$ cat src/rtl/qpsk_pkg.sv
// Shared constants for the QPSK transmit/receive pair: window geometry,
// symbol width and the offset-binary zero level.
package qpsk_pkg;

    localparam int DEF_SPS_LOG2 = 8;
    localparam int DEF_SAMPLE_W = 8;
    localparam int DEF_MIN_PEAK = 192;

    localparam int SPS_N      = 1 << DEF_SPS_LOG2;
    localparam int SPS_Q      = SPS_N / 4;
    localparam int SPS_HALF_Q = SPS_Q / 2;

    localparam int SYM_W      = 2;
    localparam int ZERO_LEVEL = 1 << (DEF_SAMPLE_W - 1);

endpackage

$ cat src/rtl/qpsk_demodulator_piso.sv
// 2-bit parallel-in, serial-out, MSB first; mirror of the transmit SIPO.
module piso
    import qpsk_pkg::*;
(
    input  logic             clk,
    input  logic             rst,
    input  logic             load,
    input  logic [SYM_W-1:0] din,
    output logic             bit_out,
    output logic             bit_valid
);

    logic lo_bit;
    logic pending;

    always_ff @(posedge clk or negedge rst) begin
        if (!rst) begin
            bit_out   <= 1'b0;
            bit_valid <= 1'b0;
            lo_bit    <= 1'b0;
            pending   <= 1'b0;
        end else if (load) begin
            bit_out   <= din[1];
            bit_valid <= 1'b1;
            lo_bit    <= din[0];
            pending   <= 1'b1;
        end else if (pending) begin
            bit_out   <= lo_bit;
            bit_valid <= 1'b1;
            pending   <= 1'b0;
        end else begin
            bit_valid <= 1'b0;
        end
    end

endmodule

$ cat src/rtl/qpsk_demodulator.sv
// QPSK receiver: per-window peak search, peak position -> 2-bit phase symbol,
// parallel and MSB-first serial output.
module qpsk_demodulator
    import qpsk_pkg::*;
#(
    parameter int SPS_LOG2 = DEF_SPS_LOG2,
    parameter int SAMPLE_W = DEF_SAMPLE_W,
    parameter int MIN_PEAK = DEF_MIN_PEAK
) (
    input  logic                clk,
    input  logic                rst,
    input  logic [SAMPLE_W-1:0] sample_in,
    input  logic                sample_valid,
    output logic [SYM_W-1:0]    sym_out,
    output logic                sym_valid,
    output logic                sym_err,
    output logic                bit_out,
    output logic                bit_valid
);

    localparam logic [SPS_LOG2-1:0] LAST_IDX   = '1;
    localparam logic [SPS_LOG2-1:0] Q_L        = SPS_LOG2'(1) << (SPS_LOG2 - 2);
    localparam logic [SPS_LOG2-1:0] HALF_Q_L   = Q_L >> 1;
    localparam logic [SAMPLE_W-1:0] MIN_PEAK_L = SAMPLE_W'(MIN_PEAK);

    logic [SPS_LOG2-1:0] idx;
    logic [SAMPLE_W-1:0] peak;
    logic [SPS_LOG2-1:0] p;
    logic                win_end;
    logic [SPS_LOG2-1:0] off;
    logic [SPS_LOG2-1:0] rnd;
    logic [SYM_W-1:0]    sym;

    // win_end flags that the last sample is already folded into peak/p,
    // so decode reads settled tracker state on the following edge.
    always_ff @(posedge clk or negedge rst) begin
        if (!rst) begin
            idx     <= '0;
            peak    <= '0;
            p       <= '0;
            win_end <= 1'b0;
        end else begin
            win_end <= sample_valid && (idx == LAST_IDX);
            if (sample_valid) begin
                idx <= idx + SPS_LOG2'(1);
                if ((idx == '0) || (sample_in > peak)) begin
                    peak <= sample_in;
                    p    <= idx;
                end
            end
        end
    end

    // Modular wrap in SPS_LOG2 bits makes the top two bits the quadrant.
    always_comb begin
        off = Q_L - p;
        rnd = off + HALF_Q_L;
        sym = SYM_W'(rnd >> (SPS_LOG2 - 2));
    end

    always_ff @(posedge clk or negedge rst) begin
        if (!rst) begin
            sym_out   <= '0;
            sym_valid <= 1'b0;
            sym_err   <= 1'b0;
        end else begin
            sym_valid <= win_end;
            if (win_end) begin
                sym_out <= sym;
                sym_err <= (peak < MIN_PEAK_L);
            end
        end
    end

    piso u_piso (
        .clk       (clk),
        .rst       (rst),
        .load      (win_end),
        .din       (sym),
        .bit_out   (bit_out),
        .bit_valid (bit_valid)
    );

endmodule

$ cat config.mk
export PLATFORM = sky130hd
export DESIGN_NAME = qpsk_demodulator
export DESIGN_NICKNAME = d
export VERILOG_FILES = /design/src/rtl/qpsk_pkg.sv /design/src/rtl/qpsk_demodulator_piso.sv /design/src/rtl/qpsk_demodulator.sv
export SDC_FILE = /design/constraint.sdc
export NUM_CORES = 1
export LEC_CHECK = 0
export BUFFER_PORTS_ARGS = -buffer_cell sky130_fd_sc_hd__buf_2
export CORE_ASPECT_RATIO = 2
export CORE_UTILIZATION = 45
export CTS_CLUSTER_DIAMETER = 80
export CTS_CLUSTER_SIZE = 24
export DETAILED_ROUTE_END_ITERATION = 8
export MAX_ROUTING_LAYER = met4
export PLACE_DENSITY_LB_ADDON = 0.05
export SLEW_MARGIN = 20
export SYNTH_ARGS = -nofsm -noshare
export SYNTH_HDL_FRONTEND = slang
export SYNTH_SLANG_ARGS = --single-unit
$ cat constraint.sdc
create_clock -name clk -period 2.5 [get_ports clk]
set_input_delay 0.25 -clock clk [delete_from_list [all_inputs] [get_ports clk]]
set_output_delay 0.25 -clock clk [all_outputs]
set_load 0.02 [all_outputs]
==> key figures <==
Run status
  • Outcome: finished, violations left
  • Failing checks: design-rule violations

Timing
  • Clk_skew: 0.00407 ns
  • RSZ-0062 raised after global routing: no
  • Post-layout min period: 2.11 ns
  • Worst-Margin Slew: 0.695 ns
  • Max-slew violations: 0
  • Setup WS post-layout: 0.388 ns
  • Max Clock Freq: 473 MHz
  • Crit share post-route: 0.845
  • Setup_tns: 0 ns
  • Final setup viols: 0
  • Rel. slew slack: 0.536
  • Hold Violations, Final: 0

Layout
  • Area Growth Syn to Fin: 14.2%
  • Commonest non-fill, non-tap cell in the layout: dfrtp_1
  • Most frequent cells in the layout: dfrtp_1, inv_1, buf_2
  • Final #Nets: 173
  • FF+latch area: 776 sq um
  • Fillers: 298
  • Layout cell share with drive strength beyond 1: 0.275
  • Post-layout util: 0.536
  • Multi-input logic area: 702 sq um
  • Post-route cell area: 1790 sq um
  • Antenna cells: 0

Route
  • Routed wire length: 2710 um
  • DRC Markers: 1
  • WL per Instance: 14.6 um
  • DR vias/cell: 5.36
  • Met3 WL: 83 um
  • Number of DRC markers in iteration 0: 11
  • Highest routed layer: met4
  • Met1 WL: 1050 um
  • Post-route ant nets: 0
  • DR pass1 iterations: 6
  • Routed vias: 992
  • Routed wl met2: 1530 um

Critical path
  • Worst Path Required: 2.66 ns
  • Crit-path max FO: 7
  • Reg2reg setup slack: 0.39 ns
  • R2R cell count: 8
  • Worst Setup End Kind: flop
  • Crit path launch type: flop
  • CP arrival: 2.27 ns
  • Critical path type: reg -> reg
  • Reg2reg end: p[1]$_DFFE_PN0P_
  • Worst r2r src: peak[5]$_DFFE_PN0P_

Clock network
  • Cts bufs inserted: 5
  • Clk buf depth: 2
  • Post CTS Setup Buffer Count: 0
  • Clock net sink count: 31
  • Root Driver: clkbuf_8
  • Clock transition at the registers of the reported paths: 0.06 ns
  • TritonCTS clock tree: done
  • CTS H-tree depth: 2
  • Worst skew pair latency: 0.28 ns
  • Hold buffer count at CTS: 0
  • Cts repair resizes: 0

GRT
  • Vias in the first global route: 1047
  • Antenna violations before repair: 0
  • GRT overflow: 0
  • First-pass GRT wire length: 4670 um
  • Total GRT Usage: 0.177
  • Largest net degree at the start of global routing: 32

Placement
  • Area after DPL: 1670 sq um
  • Worst slack at placement: 0.388 ns
  • Port Buffers: 16
  • GP Congestion: 0.669
  • Hpwl dp: 2070 um

Power
  • Peak supply drop: 0.000648 V
  • Net Sw Power: 714 uW
  • Part of the power in the clock network: 0.233
  • Leakage power: 0.962 nW
  • Power density cells: 1200 nW/um^2
  • Logic pwr share: 0.366
  • Sequential power share: 0.401
  • Switching share of total power: 0.331
  • Internal power: 1.44 mW

Logic synthesis
  • Asr flop ratio synth: 1.00
  • Post-synth EDFFs: 0
  • Cells after Synth: 131
  • Avg Cell Area, Syn: 12.0 sq um
  • Ys flop type: dfrtp_1
  • Sequential fraction of the synthesis area: 0.495
  • Syn Std Cell Area: 1570 sq um
  • Synth Register Bits: 31
  • Syn nets: 152
  • Yosys cell types: 31
  • Yosys warns: 0

Die
  • Core footprint: 3340 sq um
  • # IOs: 17
  • Die W: 43.7 um
  • Rows: 30
  • Die height: 85.5 um
  • Initial Utilization: 0.469
  • Die ar.: 3740 sq um

Job
  • Maxcap violations: 0

Worst hold path
  • Hold WC Path Type: in -> async
[cells by family (layout without fill, tap and decap cells)]
group,count (synthesis),count (layout),synth area share
buf+inv,20,42,0.0575
mux,17,17,0.141
fa+ha+maj,10,10,0.0798
flops,31,31,0.495
compound gates,15,15,0.0638
simple gates,29,29,0.113
xor+xnor,9,9,0.0503
[Yosys cell counts (3+ instances only)]
cell type	number	area share
nand3_1	3	0.0096
nand4_1	4	0.016
mux2i_1	6	0.038
mux2_4	10	0.096
a21oi_1	3	0.0096
nor2_1	4	0.0096
ha_1	10	0.080
xnor2_1	6	0.034
nand2_1	10	0.024
dfrtp_1	31	0.49
xor2_1	3	0.017
inv_1	16	0.038
[power groups by stage]
stage,combinational [mW],sequential (mW),clock (mW)
after floorplan,0.649,0.834,0
after global placement,0.776,0.874,0
after detailed placement,0.798,0.879,0
after CTS,0.805,0.869,0.518
after global routing,0.880,0.899,0.538
final,0.790,0.865,0.503
[critical path, cell delays in order (launching register included)]
cell and delay [ns]:
dfrtp_1 0.36, inv_1 0.05, ha_1 0.28, a211o_1 0.30, a21oi_2 0.17, nand3_1 0.13
a21boi_1 0.18, buf_4 0.22, mux2_4 0.31
[registers in the layout (all words and copies together), names as in the netlist]
| name | count |
|---|---|
| idx | 8 |
| u_piso.bit_out | 1 |
| sym_valid | 1 |
| sym_out | 2 |
| sym_err | 1 |
| win_end | 1 |
| u_piso.bit_valid | 1 |
| p | 8 |
| peak | 8 |
[worst max-delay path by stage]
stage / startpoint / to / slack, ns / depth (start not counted)
after detailed placement: peak[5]$_DFFE_PN0P_ / p[1]$_DFFE_PN0P_ / 0.39 / 8
after CTS: peak[5]$_DFFE_PN0P_ / p[1]$_DFFE_PN0P_ / 0.37 / 8
final: peak[5]$_DFFE_PN0P_ / p[1]$_DFFE_PN0P_ / 0.39 / 8
after floorplan: peak[5]$_DFFE_PN0P_ / p[0]$_DFFE_PN0P_ / 0.56 / 8
after global routing: peak[5]$_DFFE_PN0P_ / p[1]$_DFFE_PN0P_ / 0.31 / 8
after global placement: sample_in[5] / peak[7]$_DFFE_PN0P_ / 0.46 / 8
[final cells by class]
| class | instances | area share |
|---|---|---|
| inverters | 16 | 0.0335 |
| repair buffers | 18 | 0.0531 |
| clock buffers | 6 | 0.0461 |
| multi-input cells | 80 | 0.392 |
| flip-flops and latches | 31 | 0.433 |
| well taps | 32 | 0.0224 |
| clock inverters | 2 | 0.0196 |
[through the flow]
step	power, mW	cells	hold slack, ns
after detailed placement	1.68	177	0.338
after global placement	1.65	177	0.331
after floorplan	1.48	131	-0.0456
after global routing	2.32	185	0.0602
after CTS	2.19	185	0.0336
final	2.16	185	0.0143
[layer usage]
| metal | GRT usage | vias up |
|---|---|---|
| met4 | 0.0938 | 0 |
| met5 | - | - |
| met3 | 0.0383 | 4 |
| met1 | 0.178 | 489 |
| met2 | 0.303 | 14 |
| li1 | - | 485 |
(Power assumes the default switching activity.)
